===== src/rtl/fp_addsub_pipe_pkg.sv =====
// Shared definitions for the pipelined floating-point adder/subtractor.
//   Flag bit positions within the 4-bit flags word {invalid, overflow, underflow, inexact},
//   the operand classification enum, and a canonical quiet-NaN builder usable for any
//   exponent/mantissa width up to 64 bits total.
package fp_addsub_pipe_pkg;

    localparam int unsigned FlagW         = 4;
    localparam int unsigned FlagInvalid   = 3;
    localparam int unsigned FlagOverflow  = 2;
    localparam int unsigned FlagUnderflow = 1;
    localparam int unsigned FlagInexact   = 0;

    typedef enum logic [2:0] {
        ClsZero,
        ClsNorm,
        ClsInf,
        ClsQnan,
        ClsSnan
    } fp_class_e;

    // Canonical qNaN: sign 0, exponent all ones, mantissa MSB set, rest zero.
    // Callers truncate the result to their word width.
    function automatic logic [63:0] qnan(input int unsigned exp_w, input int unsigned man_w);
        return (((64'd1 << exp_w) - 64'd1) << man_w) | (64'd1 << (man_w - 1));
    endfunction

endpackage


===== src/rtl/fp_addsub_pipe_if.sv =====
// Streaming operand/result bus for fp_addsub_pipe.
//   in_valid/in_ready  : operand beat handshake (a, b, sub)
//   out_valid/out_ready: result beat handshake (result, flags)
//   master modport drives operands and consumes results; slave is the datapath side.
interface fp_addsub_pipe_if
    import fp_addsub_pipe_pkg::*;
#(
    parameter int unsigned EXP_W = 8,
    parameter int unsigned MAN_W = 23
);
    localparam int unsigned W = 1 + EXP_W + MAN_W;

    logic             in_valid;
    logic             in_ready;
    logic [W-1:0]     a;
    logic [W-1:0]     b;
    logic             sub;
    logic             out_valid;
    logic             out_ready;
    logic [W-1:0]     result;
    logic [FlagW-1:0] flags;

    modport master (
        output in_valid, a, b, sub, out_ready,
        input  in_ready, out_valid, result, flags
    );

    modport slave (
        input  in_valid, a, b, sub, out_ready,
        output in_ready, out_valid, result, flags
    );

endinterface


===== src/rtl/fp_addsub_pipe_lzc.sv =====
// Leading-zero counter.
//   in_i  : WIDTH-bit vector
//   cnt_o : number of zeros above the most significant set bit (WIDTH when in_i is zero)
module fp_lzc #(
    parameter int unsigned WIDTH = 8,
    parameter int unsigned CNT_W = $clog2(WIDTH + 1)
) (
    input  logic [WIDTH-1:0] in_i,
    output logic [CNT_W-1:0] cnt_o
);

    // Ascending scan: the highest set bit is the last to write.
    always_comb begin
        cnt_o = CNT_W'(WIDTH);
        for (int i = 0; i < WIDTH; i++) begin
            if (in_i[i]) begin
                cnt_o = CNT_W'(WIDTH - 1 - i);
            end
        end
    end

endmodule


===== src/rtl/fp_addsub_pipe.sv =====
// Pipelined IEEE-754 adder/subtractor, round-to-nearest-even, flush-to-zero.
//   clk   : clock, all state on rising edge
//   rst_n : asynchronous active-low reset, clears valids, result and flags
//   bus   : slave side of fp_addsub_pipe_if (operands a/b/sub in, result/flags out)
// Register ranks: operand capture, S1 unpack/align, S2 add, S3 normalise/round/pack.
// All ranks advance together when the output is empty or being consumed.
module fp_addsub_pipe
    import fp_addsub_pipe_pkg::*;
#(
    parameter int unsigned EXP_W = 8,
    parameter int unsigned MAN_W = 23
) (
    input logic             clk,
    input logic             rst_n,
    fp_addsub_pipe_if.slave bus
);

    localparam int unsigned W    = 1 + EXP_W + MAN_W;
    localparam int unsigned MW   = MAN_W + 4;  // {hidden, mantissa, guard, round, sticky}
    localparam int unsigned EW2  = EXP_W + 2;  // room for carry and a sign bit on underflow
    localparam int unsigned LzcW = $clog2(MW + 1);
    localparam logic [EXP_W-1:0] ExpMax = '1;
    localparam logic [W-1:0]     QNaN   = W'(qnan(EXP_W, MAN_W));

    function automatic fp_class_e classify(input logic [EXP_W-1:0] e, input logic [MAN_W-1:0] m);
        if (e == ExpMax) begin
            if (m == '0) return ClsInf;
            else if (m[MAN_W-1]) return ClsQnan;
            else return ClsSnan;
        end else if (e == '0) begin
            return ClsZero;
        end
        return ClsNorm;
    endfunction

    logic en;
    logic out_valid_q;
    assign en           = ~out_valid_q | bus.out_ready;
    assign bus.in_ready = en;

    // ---------------- operand capture ----------------
    logic         v0_q, sub0_q;
    logic [W-1:0] a0_q, b0_q;

    always_ff @(posedge clk or negedge rst_n) begin
        if (!rst_n) begin
            v0_q   <= 1'b0;
            a0_q   <= '0;
            b0_q   <= '0;
            sub0_q <= 1'b0;
        end else if (en) begin
            v0_q   <= bus.in_valid;
            a0_q   <= bus.a;
            b0_q   <= bus.b;
            sub0_q <= bus.sub;
        end
    end

    // ---------------- S1: unpack, classify, swap, align ----------------
    logic             sgn_a, sgn_b;
    logic [EXP_W-1:0] exp_a, exp_b, ex, ey, d;
    logic [MAN_W-1:0] man_af, man_bf, mxm, mym;
    fp_class_e        cls_a, cls_b;
    logic             swap, sx, sy;
    logic [MW-1:0]    mx_ext, my_ext, my_al, lost_mask;

    assign sgn_a  = a0_q[W-1];
    assign sgn_b  = b0_q[W-1] ^ sub0_q;
    assign exp_a  = a0_q[W-2:MAN_W];
    assign exp_b  = b0_q[W-2:MAN_W];
    assign cls_a  = classify(exp_a, a0_q[MAN_W-1:0]);
    assign cls_b  = classify(exp_b, b0_q[MAN_W-1:0]);
    // Denormals become signed zero by dropping their mantissa.
    assign man_af = (exp_a == '0) ? '0 : a0_q[MAN_W-1:0];
    assign man_bf = (exp_b == '0) ? '0 : b0_q[MAN_W-1:0];

    assign swap   = {exp_b, man_bf} > {exp_a, man_af};
    assign ex     = swap ? exp_b  : exp_a;
    assign ey     = swap ? exp_a  : exp_b;
    assign mxm    = swap ? man_bf : man_af;
    assign mym    = swap ? man_af : man_bf;
    assign sx     = swap ? sgn_b  : sgn_a;
    assign sy     = swap ? sgn_a  : sgn_b;
    assign mx_ext = {|ex, mxm, 3'b000};
    assign my_ext = {|ey, mym, 3'b000};
    assign d      = ex - ey;
    assign lost_mask = ~({MW{1'b1}} << d);

    always_comb begin
        if (32'(d) >= MAN_W + 3) begin
            my_al = {{(MW-1){1'b0}}, |my_ext};
        end else begin
            my_al = (my_ext >> d) | {{(MW-1){1'b0}}, |(my_ext & lost_mask)};
        end
    end

    // NaN/Inf results are fully decided here and bypass the arithmetic.
    logic             a_nan, b_nan, a_inf, b_inf;
    logic             sp_d;
    logic [W-1:0]     sres_d;
    logic [FlagW-1:0] sflg_d;

    assign a_nan = (cls_a == ClsQnan) || (cls_a == ClsSnan);
    assign b_nan = (cls_b == ClsQnan) || (cls_b == ClsSnan);
    assign a_inf = (cls_a == ClsInf);
    assign b_inf = (cls_b == ClsInf);

    always_comb begin
        sp_d   = 1'b1;
        sres_d = QNaN;
        sflg_d = '0;
        if (a_nan || b_nan) begin
            sflg_d[FlagInvalid] = (cls_a == ClsSnan) || (cls_b == ClsSnan);
        end else if (a_inf && b_inf && (sgn_a != sgn_b)) begin
            sflg_d[FlagInvalid] = 1'b1;
        end else if (a_inf) begin
            sres_d = {sgn_a, ExpMax, {MAN_W{1'b0}}};
        end else if (b_inf) begin
            sres_d = {sgn_b, ExpMax, {MAN_W{1'b0}}};
        end else begin
            sp_d = 1'b0;
        end
    end

    logic             v1_q, sx1_q, sy1_q, sp1_q;
    logic [EXP_W-1:0] ex1_q;
    logic [MW-1:0]    mx1_q, my1_q;
    logic [W-1:0]     sres1_q;
    logic [FlagW-1:0] sflg1_q;

    always_ff @(posedge clk or negedge rst_n) begin
        if (!rst_n) begin
            v1_q    <= 1'b0;
            sx1_q   <= 1'b0;
            sy1_q   <= 1'b0;
            sp1_q   <= 1'b0;
            ex1_q   <= '0;
            mx1_q   <= '0;
            my1_q   <= '0;
            sres1_q <= '0;
            sflg1_q <= '0;
        end else if (en) begin
            v1_q    <= v0_q;
            sx1_q   <= sx;
            sy1_q   <= sy;
            sp1_q   <= sp_d;
            ex1_q   <= ex;
            mx1_q   <= mx_ext;
            my1_q   <= my_al;
            sres1_q <= sres_d;
            sflg1_q <= sflg_d;
        end
    end

    // ---------------- S2: add / subtract magnitudes ----------------
    logic [MW:0] sum;
    logic        sign2;

    // |X| >= |Y| so the difference never goes negative.
    assign sum   = (sx1_q ^ sy1_q) ? ({1'b0, mx1_q} - {1'b0, my1_q})
                                   : ({1'b0, mx1_q} + {1'b0, my1_q});
    // Exact zero is +0 unless both operands were negative.
    assign sign2 = (sum == '0) ? (sx1_q & sy1_q) : sx1_q;

    logic             v2_q, sign2_q, sp2_q;
    logic [EXP_W-1:0] ex2_q;
    logic [MW:0]      sum2_q;
    logic [W-1:0]     sres2_q;
    logic [FlagW-1:0] sflg2_q;

    always_ff @(posedge clk or negedge rst_n) begin
        if (!rst_n) begin
            v2_q    <= 1'b0;
            sign2_q <= 1'b0;
            sp2_q   <= 1'b0;
            ex2_q   <= '0;
            sum2_q  <= '0;
            sres2_q <= '0;
            sflg2_q <= '0;
        end else if (en) begin
            v2_q    <= v1_q;
            sign2_q <= sign2;
            sp2_q   <= sp1_q;
            ex2_q   <= ex1_q;
            sum2_q  <= sum;
            sres2_q <= sres1_q;
            sflg2_q <= sflg1_q;
        end
    end

    // ---------------- S3: normalise, round, pack ----------------
    logic [LzcW-1:0]  lz;
    logic [MW-1:0]    norm;
    logic [EW2-1:0]   exp_n, exp_r;
    logic [MAN_W+1:0] mant_r;
    logic [MAN_W-1:0] man_out;
    logic             rnd, carry_r, uf, of;

    fp_lzc #(
        .WIDTH (MW),
        .CNT_W (LzcW)
    ) u_lzc (
        .in_i  (sum2_q[MW-1:0]),
        .cnt_o (lz)
    );

    always_comb begin
        if (sum2_q[MW]) begin
            // Carry out: shift right one, folding the dropped bit into sticky.
            norm  = {sum2_q[MW:2], |sum2_q[1:0]};
            exp_n = {2'b00, ex2_q} + EW2'(1);
        end else begin
            norm  = sum2_q[MW-1:0] << lz;
            exp_n = {2'b00, ex2_q} - EW2'(lz);
        end
    end

    assign rnd     = norm[2] & (norm[1] | norm[0] | norm[3]);
    assign mant_r  = {1'b0, norm[MW-1:3]} + {{(MAN_W+1){1'b0}}, rnd};
    assign carry_r = mant_r[MAN_W+1];
    assign man_out = carry_r ? mant_r[MAN_W:1] : mant_r[MAN_W-1:0];
    assign exp_r   = exp_n + {{(EW2-1){1'b0}}, carry_r};
    assign uf      = exp_n[EW2-1] | (exp_n == '0);
    assign of      = ~uf & (exp_r >= {2'b00, ExpMax});

    logic [W-1:0]     res_d;
    logic [FlagW-1:0] flg_d;

    always_comb begin
        res_d              = {sign2_q, exp_r[EXP_W-1:0], man_out};
        flg_d              = '0;
        flg_d[FlagInexact] = |norm[2:0];
        if (sp2_q) begin
            res_d = sres2_q;
            flg_d = sflg2_q;
        end else if (sum2_q == '0) begin
            res_d = {sign2_q, {(W-1){1'b0}}};
            flg_d = '0;
        end else if (uf) begin
            res_d                = {sign2_q, {(W-1){1'b0}}};
            flg_d                = '0;
            flg_d[FlagUnderflow] = 1'b1;
            flg_d[FlagInexact]   = 1'b1;
        end else if (of) begin
            res_d               = {sign2_q, ExpMax, {MAN_W{1'b0}}};
            flg_d               = '0;
            flg_d[FlagOverflow] = 1'b1;
            flg_d[FlagInexact]  = 1'b1;
        end
    end

    logic [W-1:0]     result_q;
    logic [FlagW-1:0] flags_q;

    always_ff @(posedge clk or negedge rst_n) begin
        if (!rst_n) begin
            out_valid_q <= 1'b0;
            result_q    <= '0;
            flags_q     <= '0;
        end else if (en) begin
            out_valid_q <= v2_q;
            result_q    <= res_d;
            flags_q     <= flg_d;
        end
    end

    assign bus.out_valid = out_valid_q;
    assign bus.result    = result_q;
    assign bus.flags     = flags_q;

endmodule


===== src/flat_wrapper.sv =====
// flat-port wrapper written by rule: the top's interface ports become plain ports
module fp_addsub_pipe_flat import fp_addsub_pipe_pkg::*;
#(
    parameter int unsigned EXP_W = 8,
    parameter int unsigned MAN_W = 23
)
  (clk, rst_n, bus_in_valid, bus_a, bus_b, bus_sub, bus_out_ready, bus_in_ready, bus_out_valid, bus_result, bus_flags);
  fp_addsub_pipe_if #(.EXP_W(EXP_W), .MAN_W(MAN_W)) bus_i ();
  input logic clk;
  input logic rst_n;
  input wire logic [$bits(bus_i.in_valid)-1:0] bus_in_valid;
  input wire logic [$bits(bus_i.a)-1:0] bus_a;
  input wire logic [$bits(bus_i.b)-1:0] bus_b;
  input wire logic [$bits(bus_i.sub)-1:0] bus_sub;
  input wire logic [$bits(bus_i.out_ready)-1:0] bus_out_ready;
  output wire logic [$bits(bus_i.in_ready)-1:0] bus_in_ready;
  output wire logic [$bits(bus_i.out_valid)-1:0] bus_out_valid;
  output wire logic [$bits(bus_i.result)-1:0] bus_result;
  output wire logic [$bits(bus_i.flags)-1:0] bus_flags;
  assign bus_i.in_valid = bus_in_valid;
  assign bus_i.a = bus_a;
  assign bus_i.b = bus_b;
  assign bus_i.sub = bus_sub;
  assign bus_i.out_ready = bus_out_ready;
  assign bus_in_ready = bus_i.in_ready;
  assign bus_out_valid = bus_i.out_valid;
  assign bus_result = bus_i.result;
  assign bus_flags = bus_i.flags;
  fp_addsub_pipe #(.EXP_W(EXP_W), .MAN_W(MAN_W)) u_core (.clk(clk), .rst_n(rst_n), .bus(bus_i));
endmodule

===== config.mk =====
export PLATFORM = sky130hd
export DESIGN_NAME = fp_addsub_pipe_flat
export DESIGN_NICKNAME = d
export VERILOG_FILES = /design/src/rtl/fp_addsub_pipe_pkg.sv /design/src/rtl/fp_addsub_pipe_if.sv /design/src/rtl/fp_addsub_pipe_lzc.sv /design/src/rtl/fp_addsub_pipe.sv /design/src/flat_wrapper.sv
export SDC_FILE = /design/constraint.sdc
export NUM_CORES = 1
export LEC_CHECK = 0
export CAP_MARGIN = 30
export CELL_PAD_IN_SITES_DETAIL_PLACEMENT = 1
export CELL_PAD_IN_SITES_GLOBAL_PLACEMENT = 1
export CORE_ASPECT_RATIO = 0.9
export CORE_UTILIZATION = 30
export DETAILED_ROUTE_END_ITERATION = 7
export HOLD_SLACK_MARGIN = 0.12
export PLACE_DENSITY_LB_ADDON = 0.25
export RECOVER_POWER = 25
export SYNTH_ARGS = -nofsm -noshare
export SYNTH_HDL_FRONTEND = slang
export SYNTH_HIERARCHICAL = 1
export SYNTH_SLANG_ARGS = --single-unit

===== constraint.sdc =====
create_clock -name clk -period 6.8 [get_ports clk]
set_input_delay 1.36 -clock clk [delete_from_list [all_inputs] [get_ports clk]]
set_output_delay 1.36 -clock clk [all_outputs]
set_load 0.02 [all_outputs]

==> summary.txt <==
Timing
  • Final Cycle Share: 0.944
  • Min Hold Slack: 462 ps
  • Setup tns final: 0 ps
  • Hold Fails Final Rpt: 0
  • Final setup fails: 0
  • Worst slew margin: -1.20
  • Max-slew violation count: 125
  • Fmax: 156 MHz
  • Clock skew: 24.7 ps
  • Worst-Margin Slew: 3290 ps
  • Min Tclk post-route: 6420 ps
  • Post-layout worst setup margin: 380 ps

Placement
  • RD Place Congestion: 0.900
  • DP Worst Slack: 92.0 ps
  • DP HPWL: 49400 um
  • Port-buffer cells: 106

Cells and area
  • NumNets Final: 2445
  • Area Growth Syn to Fin: 17.6%
  • Layout Utilization: 0.357
  • Most common cell after layout, fill and taps aside: nand2_1
  • Layout cell share with drive strength beyond 1: 0.0952
  • N_diodes: 0
  • Commonest cells after routing, fill and taps aside: nand2_1 (468), dfrtp_1 (211), nor2_1 (200)

Critical path
  • Startpoint types: register
  • Crit end category: register
  • Critical Path AT: 6870 ps
  • CP Max Fanout: 11
  • Crit path kind: reg2reg
  • Critical Path RT: 7240 ps

Clocking
  • H-tree levels: 1
  • Total CTS buffers: 27
  • Hold-fix buffers at CTS: 0
  • CTS tree: done
  • Clk buf depth: 3
  • CTS Root Cell: clkbuf_16
  • Skew-Pair Late Insertion Delay: 560 ps
  • # clock sinks: 213
  • Clock-pin transition on the worst setup and hold timing paths: 60 ps

Global route
  • Antenna violations before repair: 0
  • First-pass GRT wire length: 101000 um
  • Congestion Overflow GR: 0
  • Largest net degree at the start of global routing: 211
  • Vias in the first global route: 17206
  • GR Util All Layers: 0.218

Synth
  • Seq/Total Area, Yosys: 0.308
  • Synth Area per Inst: 7.87 um^2
  • Cell area after synthesis: 0.0173 mm^2
  • Leading post-synthesis cells by cell area: dfrtp_1 (31%), nand2_1 (10%), ha_1 (6.7%)
  • Post-Syn Instances: 2198
  • Synth Flop Type: dfrtp_1
  • #FFs+latches synth: 213
  • Post-synth cell types: 102
  • Post-synth ARST share: 1.00
  • Syn_nets: 2362
  • Synth area leader: dfrtp_1
  • Post-synth EDFFs: 0
  • Post-synth top area share: 0.308
  • Synth warnings: 6

Detailed routing
  • Vias/cell: 5.56
  • Final wirelength: 64500 um
  • WL/cell: 21.0 um
  • Drt initial violations: 1013
  • Post-route ant nets: 0
  • DR vias: 17053
  • DR pass1 iterations: 5
  • Drt drc: 0

Flow run
  • Max_cap viols: 1

Floorplan
  • Core ar.: 0.0570 mm^2
  • Ports: 107
  • Num rows: 83
  • Die width: 255 um
  • Starting Density: 0.304
  • Die area: 0.0587 mm^2
  • DIE HEIGHT: 230 um

Hold path
  • Worst hold path type: reg2reg

Run status
  • Failing checks: capacitance limit, slew limit
  • Outcome: finished with violations
-- flip-flops by register name, summed over array words and instances, names as in the netlist, 8 cells and up --
signal             cells
u_core/my1_q          27
u_core/b0_q           32
u_core/sum2_q         28
u_core/a0_q           32
u_core/ex1_q           8
u_core/mx1_q          24
u_core/ex2_q           8
u_core/bus.result     32
-- through the flow --
step	instances	area [um^2]
after global placement	3010	19400
after detailed placement	3012	19400
after global routing	3066	20400
after floorplan	2198	17300
after CTS	3061	20300
final	3066	20400
-- final timing paths --
kind / start / to / slack, ps / depth (start not counted)
worst max-delay path: u_core/sum2_q[2]$_DFFE_PN0P_ / u_core/bus.result[9]$_DFFE_PN0P_ / 380 / 25
worst min-delay path: u_core/v2_q$_DFFE_PN0P_ / u_core/v2_q$_DFFE_PN0P_ / 460 / 2
worst max register to register: u_core/sum2_q[2]$_DFFE_PN0P_ / u_core/bus.result[9]$_DFFE_PN0P_ / 380 / 25
worst min register to register: u_core/v2_q$_DFFE_PN0P_ / u_core/v2_q$_DFFE_PN0P_ / 460 / 2
max in group asynchronous: rst_n / u_core/sum2_q[4]$_DFFE_PN0P_ / 2750 / 1
min in group asynchronous: rst_n / u_core/bus.flags[3]$_DFFE_PN0P_ / 1820 / 1
-- area by class of cell --
| class | count | area, um^2 |
|---|---|---|
| inverter | 105 | 399 |
| tap | 765 | 957 |
| clock buffer | 39 | 781 |
| sequential | 213 | 5330 |
| fill | 6812 | 36700 |
| clock inverter | 10 | 120 |
| timing repair buffer | 180 | 1630 |
| multi-input combinational | 1754 | 11100 |
-- what timing repair did --
item | 4_1_cts | 5_1_grt
buffers inserted | 0 | 4
resized for setup | 0 | 9
setup endpoints to repair | 0 | 29
-- synthesized netlist by cell type, types with 17 or more instances --
master	number
nor3_1	38
a21oi_1	130
a22o_1	18
ha_1	93
nand3_1	36
nor4_1	30
inv_1	102
xor2_1	18
nand2_1	468
mux4_2	35
mux2i_1	48
o211ai_1	18
o22ai_1	19
xnor2_1	39
clkbuf_1	93
nor2_1	202
dfrtp_1	213
o21ai_0	183
o31ai_1	24
mux2_2	17
nand4_1	19
-- worst max-delay path, stage by stage, from the launching register on --
cell	delay [ps]
dfrtp_2	430
nor2_1	100
a2111oi_4	420
o221a_2	340
o22ai_2	170
nand2b_1	280
mux4_2	540
o21ai_2	230
o211ai_1	140
nand2b_1	200
or3_1	360
or4_1	610
nor3_1	250
and2_1	210
ha_1	190
ha_1	190
nand3_1	140
xnor2_1	210
nor3_1	240
o2111ai_1	130
a22oi_1	220
nor2_1	100
nand2_1	130
nor2_1	60
buf_4	170
a32o_1	260
-- metal layers --
metal | vias to the layer above | part of all wire | wire, um | global-route usage
li1 | 8020 | - | - | -
met1 | 8618 | 0.49 | 31300 | 0.320
met2 | 351 | 0.45 | 28900 | 0.341
met3 | 64 | 0.046 | 2960 | 0.0271
met4 | 0 | 0.020 | 1290 | 0.0470
met5 | - | 0 | 0 | 0
-- cell families after synthesis --
family	synth area share
fa+ha+maj	0.0695
buf+inv	0.0535
flops	0.308
xor+xnor	0.0288
simple gates	0.230
mux	0.0844
compound gates	0.226
Power is not shown: default switching activity piles up to over one toggle a cycle in this logic, so the estimate is an artifact.
